## src/rtl/coef_bank_ctrl_pkg.sv

```systemverilog
// Shared widths, state encodings and select helper for the coefficient bank sequencer.
package coef_bank_ctrl_pkg;

    localparam int unsigned N_REGS = 9;
    localparam int unsigned DATA_W = 32;
    localparam int unsigned IDX_W  = 4;

    typedef enum logic [1:0] {
        ST_IDLE  = 2'd0,
        ST_LOAD  = 2'd1,
        ST_SWEEP = 2'd2
    } state_t;

    // One-hot bank select for a word index (index is always 0..N_REGS-1 here).
    function automatic logic [N_REGS-1:0] onehot9(input logic [IDX_W-1:0] idx);
        return N_REGS'(1) << idx;
    endfunction

endpackage

```

## src/rtl/coef_idx_cnt.sv

```systemverilog
// Word index counter 0..N_REGS-1 with increment, clear and terminal-count flag.
module coef_idx_cnt
    import coef_bank_ctrl_pkg::*;
(
    input  logic             clk,
    input  logic             reset,
    input  logic             clr,
    input  logic             inc,
    output logic [IDX_W-1:0] idx,
    output logic             tc
);

    localparam logic [IDX_W-1:0] LAST_IDX = IDX_W'(N_REGS - 1);

    assign tc = (idx == LAST_IDX);

    // Count up; the step past the last word returns to 0 so the index never exceeds 8.
    always_ff @(posedge clk) begin
        if (reset || clr) begin
            idx <= '0;
        end else if (inc) begin
            idx <= tc ? '0 : idx + IDX_W'(1);
        end
    end

endmodule

```

## src/rtl/coef_bank_ctrl.sv

```systemverilog
// Load/sweep sequencer for the 9x32 one-hot-selected LPC coefficient bank.
module coef_bank_ctrl
    import coef_bank_ctrl_pkg::*;
(
    input  logic              clk,
    input  logic              reset,
    input  logic              clear,
    input  logic              s_valid,
    output logic              s_ready,
    input  logic [DATA_W-1:0] s_data,
    input  logic              sweep_start,
    output logic [N_REGS-1:0] wsel,
    output logic [DATA_W-1:0] din,
    output logic [N_REGS-1:0] rsel,
    input  logic [DATA_W-1:0] rd_data,
    output logic              coef_valid,
    output logic [DATA_W-1:0] coef_data,
    output logic [IDX_W-1:0]  coef_idx,
    output logic              coef_last,
    output logic              bank_valid,
    output logic              busy
);

    state_t           state;
    state_t           state_nxt;
    logic [IDX_W-1:0] widx;
    logic [IDX_W-1:0] ridx;
    logic             w_tc;
    logic             r_tc;
    logic             w_inc;
    logic             r_inc;
    logic             cnt_clr;
    logic             bv_set;
    logic             bv_clr;

    coef_idx_cnt u_widx (
        .clk   (clk),
        .reset (reset),
        .clr   (cnt_clr),
        .inc   (w_inc),
        .idx   (widx),
        .tc    (w_tc)
    );

    coef_idx_cnt u_ridx (
        .clk   (clk),
        .reset (reset),
        .clr   (cnt_clr),
        .inc   (r_inc),
        .idx   (ridx),
        .tc    (r_tc)
    );

    // State register.
    always_ff @(posedge clk) begin
        if (reset) begin
            state <= ST_IDLE;
        end else begin
            state <= state_nxt;
        end
    end

    // Frame-resident flag: dropped on load entry or abort, raised by the word-8 write.
    always_ff @(posedge clk) begin
        if (reset || bv_clr) begin
            bank_valid <= 1'b0;
        end else if (bv_set) begin
            bank_valid <= 1'b1;
        end
    end

    // Next state and bank/stream/sweep outputs; clear overrides everything but reset.
    always_comb begin
        state_nxt  = state;
        s_ready    = 1'b0;
        wsel       = '0;
        din        = '0;
        rsel       = onehot9(IDX_W'(0));
        coef_valid = 1'b0;
        coef_data  = '0;
        coef_idx   = '0;
        coef_last  = 1'b0;
        w_inc      = 1'b0;
        r_inc      = 1'b0;
        cnt_clr    = 1'b0;
        bv_set     = 1'b0;
        bv_clr     = 1'b0;

        case (state)
            ST_IDLE: begin
                if (sweep_start && bank_valid) begin
                    state_nxt = ST_SWEEP;
                end else begin
                    s_ready = 1'b1;
                    if (s_valid) begin
                        // The entering handshake already writes word 0.
                        wsel      = onehot9(widx);
                        din       = s_data;
                        w_inc     = 1'b1;
                        bv_clr    = 1'b1;
                        state_nxt = ST_LOAD;
                    end
                end
            end
            ST_LOAD: begin
                s_ready = 1'b1;
                if (s_valid) begin
                    wsel  = onehot9(widx);
                    din   = s_data;
                    w_inc = 1'b1;
                    if (w_tc) begin
                        bv_set    = 1'b1;
                        state_nxt = ST_IDLE;
                    end
                end
            end
            ST_SWEEP: begin
                rsel       = onehot9(ridx);
                coef_valid = 1'b1;
                coef_data  = rd_data;
                coef_idx   = ridx;
                coef_last  = r_tc;
                r_inc      = 1'b1;
                if (r_tc) begin
                    state_nxt = ST_IDLE;
                end
            end
            default: begin
                state_nxt = ST_IDLE;
            end
        endcase

        if (reset || clear) begin
            state_nxt = ST_IDLE;
            s_ready   = 1'b0;
            wsel      = '0;
            din       = '0;
            w_inc     = 1'b0;
            r_inc     = 1'b0;
            bv_set    = 1'b0;
            bv_clr    = 1'b1;
            cnt_clr   = 1'b1;
        end
    end

    assign busy = (state != ST_IDLE);

endmodule
```

## config.mk

```make
export PLATFORM = sky130hd
export DESIGN_NAME = coef_bank_ctrl
export DESIGN_NICKNAME = d
export VERILOG_FILES = /design/src/rtl/coef_bank_ctrl_pkg.sv /design/src/rtl/coef_idx_cnt.sv /design/src/rtl/coef_bank_ctrl.sv
export SDC_FILE = /design/constraint.sdc
export NUM_CORES = 1
export LEC_CHECK = 0
export BUFFER_PORTS_ARGS = -buffer_cell sky130_fd_sc_hd__buf_2
export CAP_MARGIN = 20
export CORE_MARGIN = 2
export CORE_UTILIZATION = 35
export CTS_CLUSTER_DIAMETER = 150
export DETAILED_ROUTE_END_ITERATION = 12
export PLACE_DENSITY = 0.85
export SKIP_CTS_REPAIR_TIMING = 1
export SLEW_MARGIN = 15
export SYNTH_ARGS = -nofsm -noshare
export SYNTH_HDL_FRONTEND = slang
export SYNTH_SLANG_ARGS = --single-unit
```

## constraint.sdc

```tcl
create_clock -name clk -period 4.6 [get_ports clk]
set_clock_uncertainty 0.2 [all_clocks]
set_input_delay 0.92 -clock clk [delete_from_list [all_inputs] [get_ports clk]]
set_output_delay 0.92 -clock clk [all_outputs]
set_load 0.05 [all_outputs]
```

==> flow_summary.ini <==
[yosys]
synth_fp_nets = 272
synth-seq-area-share_pct = 16.45
synthTopCellsByArea = and2_1 31%, dfxtp_1 16%, ha_1 11%
ys.warnings.count = 0
ys_seq_elements = 11
async_reset_ff_share_pct = 0
syn_inst = 191
synth.avg_cell_area_um2 = 7.009
synth-edff-count = 0
syn_area_um2 = 1339
synth.largest_area_cell = and2_1
synth_cell_types = 35
synth_top_area_share_pct = 31.31
synth_flop_cell = dfxtp_1

[worst_setup_path]
crit_fanout = 34
cp.arrival_ns = 2.52
slowest_stage = nor3_4
crit_required_ns = 3.48
setup.worst_path.start = clear
critical_path_class = in2out
r2r_start = state[1]
endpoint_kind = primary output
path_cells = buf_2, or3_4, nor3_4, and3b_1, buf_2
crit_path_start_kind = primary input
critPathMostFrequentCell = buf_2
cpPeakStageDelay_ns = 0.60

[clocking]
cts_tree = built
htree_num_levels = 1
cts_buffer_depth = 2
worst_skew_pair.late_latency_ns = 0.24
root_buffer = clkbuf_8
clock_sinks = 11
path_clk_slew_ns = 0.05
cts_buffers = 3

[timing]
post-route-period-util_pct = 79.15
final.setup.tns_ns = 0
relSlewSlack_pct = 45.78
rsz0062_at_grt = false
period_minus_slack_ns = 3.641
setup-violations-final = 0
fmax_mhz = 274.6
finalHoldViolations = 0
tightest_slew_ns = 0.8124
drv_slew = 0

[detailed_routing]
drt-vias-per-instance = 4.662
wl_per_cell_um = 11.11
via_count = 1823
drt_iter0_markers = 31
drtPass1Iterations = 4
drc = 0
drt_wl_total_um = 4344
ant_nets = 0

[global_routing]
grt_max_degree = 41
grt_pass1_wl_um = 6203
antenna_found_initial = 1
grt_pass1_vias = 1511
grt-ovfl-total = 0
gr-usage-all-layers_pct = 17.82

[placed_design]
gp_congestion = 0.8656
dp.cells = 386
port_buffers = 159
dp_hpwl_um = 3587

[floorplan]
die_h_um = 65.85
die_x_um = 65.85
core_area_um2 = 3661
initial_utilization_pct = 36.57
ios = 160
num_rows = 22
die-area_um2 = 4336

[power]
seqPwrFrac_pct = 34.5
irDropWorstVdd_v = 0.0001743
intPower_mw = 0.1927
p_sw_mw = 0.09466
clkPwrFrac_pct = 34.6
p_leak_nw = 1.351
p_per_area_nw_per_um2 = 131.2
switching_share_pct = 32.94
combPwrFrac_pct = 30.9

[run_status]
status = completed

[layout]
fillers = 345
multi_input_area_um2 = 1030
nets = 424
fin_cells = 391
drive_gt1_share_pct = 48.25
area.growth.synth_to_final_pct = 63.64
seqCellArea_um2 = 220.2

[job]
cap_violations = 0

[hold_path]
hold_class = reg2reg
min_from = u_ridx.idx[3]
[critical path: cells and delay by family]
family	cells	cell delay, ns
AND/OR/NAND/NOR	3	1.22
buffers and inverters	2	0.37
[layout by cell type (no fill, tap or decap), types with 4 or more instances in the layout]
cell type	count
and3_1	5
nor2_1	10
a21oi_1	8
and2_1	67
o21ai_0	4
nand3_1	5
buf_2	159
dfxtp_1	11
nand2_1	13
inv_1	10
ha_1	12
nand2b_1	4
[path summary, 6_finish.rpt]
| kind | end | slack, ns | cells past startpoint |
|---|---|---|---|
| worst max-delay path | wsel[3] | 0.96 | 5 |
| worst min-delay path | u_ridx.idx[3] | 0.32 | 2 |
| worst min register to register | u_ridx.idx[3] | 0.32 | 2 |
| worst max register to register | u_ridx.idx[0] | 2.61 | 4 |
[registers in the layout, indices dropped and copies added (netlist names)]
register	count
state	2
u_ridx.idx	4
u_widx.idx	4
bank_valid	1
[power by group through the flow]
stage / Sequential, mW / Combinational, mW / Clock [mW]
after floorplan: 0.0999 / 0.0528 / 0
after global placement: 0.101 / 0.0882 / 0
after detailed placement: 0.101 / 0.0893 / 0
after CTS: 0.0991 / 0.0894 / 0.101
after global routing: 0.0994 / 0.0959 / 0.105
final: 0.0991 / 0.0888 / 0.0995
[metrics by stage]
step | area (um^2) | utilization, % | hold WS [ns] | setup WS, ns | power, mW
after floorplan | 1339 | - | 0.2773 | 0.6969 | 0.1527
after global placement | 2143 | 58.54 | 0.3085 | 0.9918 | 0.1891
after detailed placement | 2143 | 58.54 | 0.3143 | 0.9389 | 0.1904
after CTS | 2188 | 59.77 | 0.3204 | 0.9390 | 0.2899
after global routing | 2191 | 59.84 | 0.3558 | 0.8034 | 0.2999
final | 2191 | 59.84 | 0.3244 | 0.9590 | 0.2874
[metal layers]
layer	vias up	wire [um]	track usage [%]
li1	933	-	-
met1	782	1584	18.03
met2	104	2226	35.35
met3	4	484	4.940
met4	0	49	4.167
met5	-	0	0
[cell type report]
class | instances | area share (%)
Antenna cell | 1 | 0.1142
Clock buffer | 4 | 2.056
Inverter | 10 | 1.713
Multi-Input combinational cell | 158 | 47.00
Sequential cell | 11 | 10.05
Tap cell | 48 | 2.741
Timing Repair Buffer | 159 | 36.32
[synthesized netlist by cell type (2+ instances only)]
| cell type | number |
|---|---|
| o211ai_1 | 2 |
| and3b_1 | 3 |
| nor3_1 | 3 |
| nor2b_1 | 2 |
| nand2b_1 | 4 |
| o2111ai_1 | 2 |
| clkbuf_2 | 3 |
| clkbuf_1 | 7 |
| and2_1 | 67 |
| ha_1 | 12 |
| nor4_1 | 3 |
| buf_2 | 2 |
| dfxtp_1 | 11 |
| nand2_1 | 13 |
| and3_1 | 5 |
| o21ai_0 | 4 |
| inv_1 | 10 |
| nor2_1 | 10 |
| a21oi_1 | 8 |
| nand3_1 | 5 |
[cell families (layout without fill, tap and decap cells)]
family,count (synthesis),in the layout,share of synthesized area [%]
fa+ha+maj,12,12,11.21
other cells,0,1,0
buf+inv,22,173,6.636
flops,11,11,16.45
simple gates,122,122,54.02
compound gates,24,24,11.68
(Power assumes the default switching activity.)
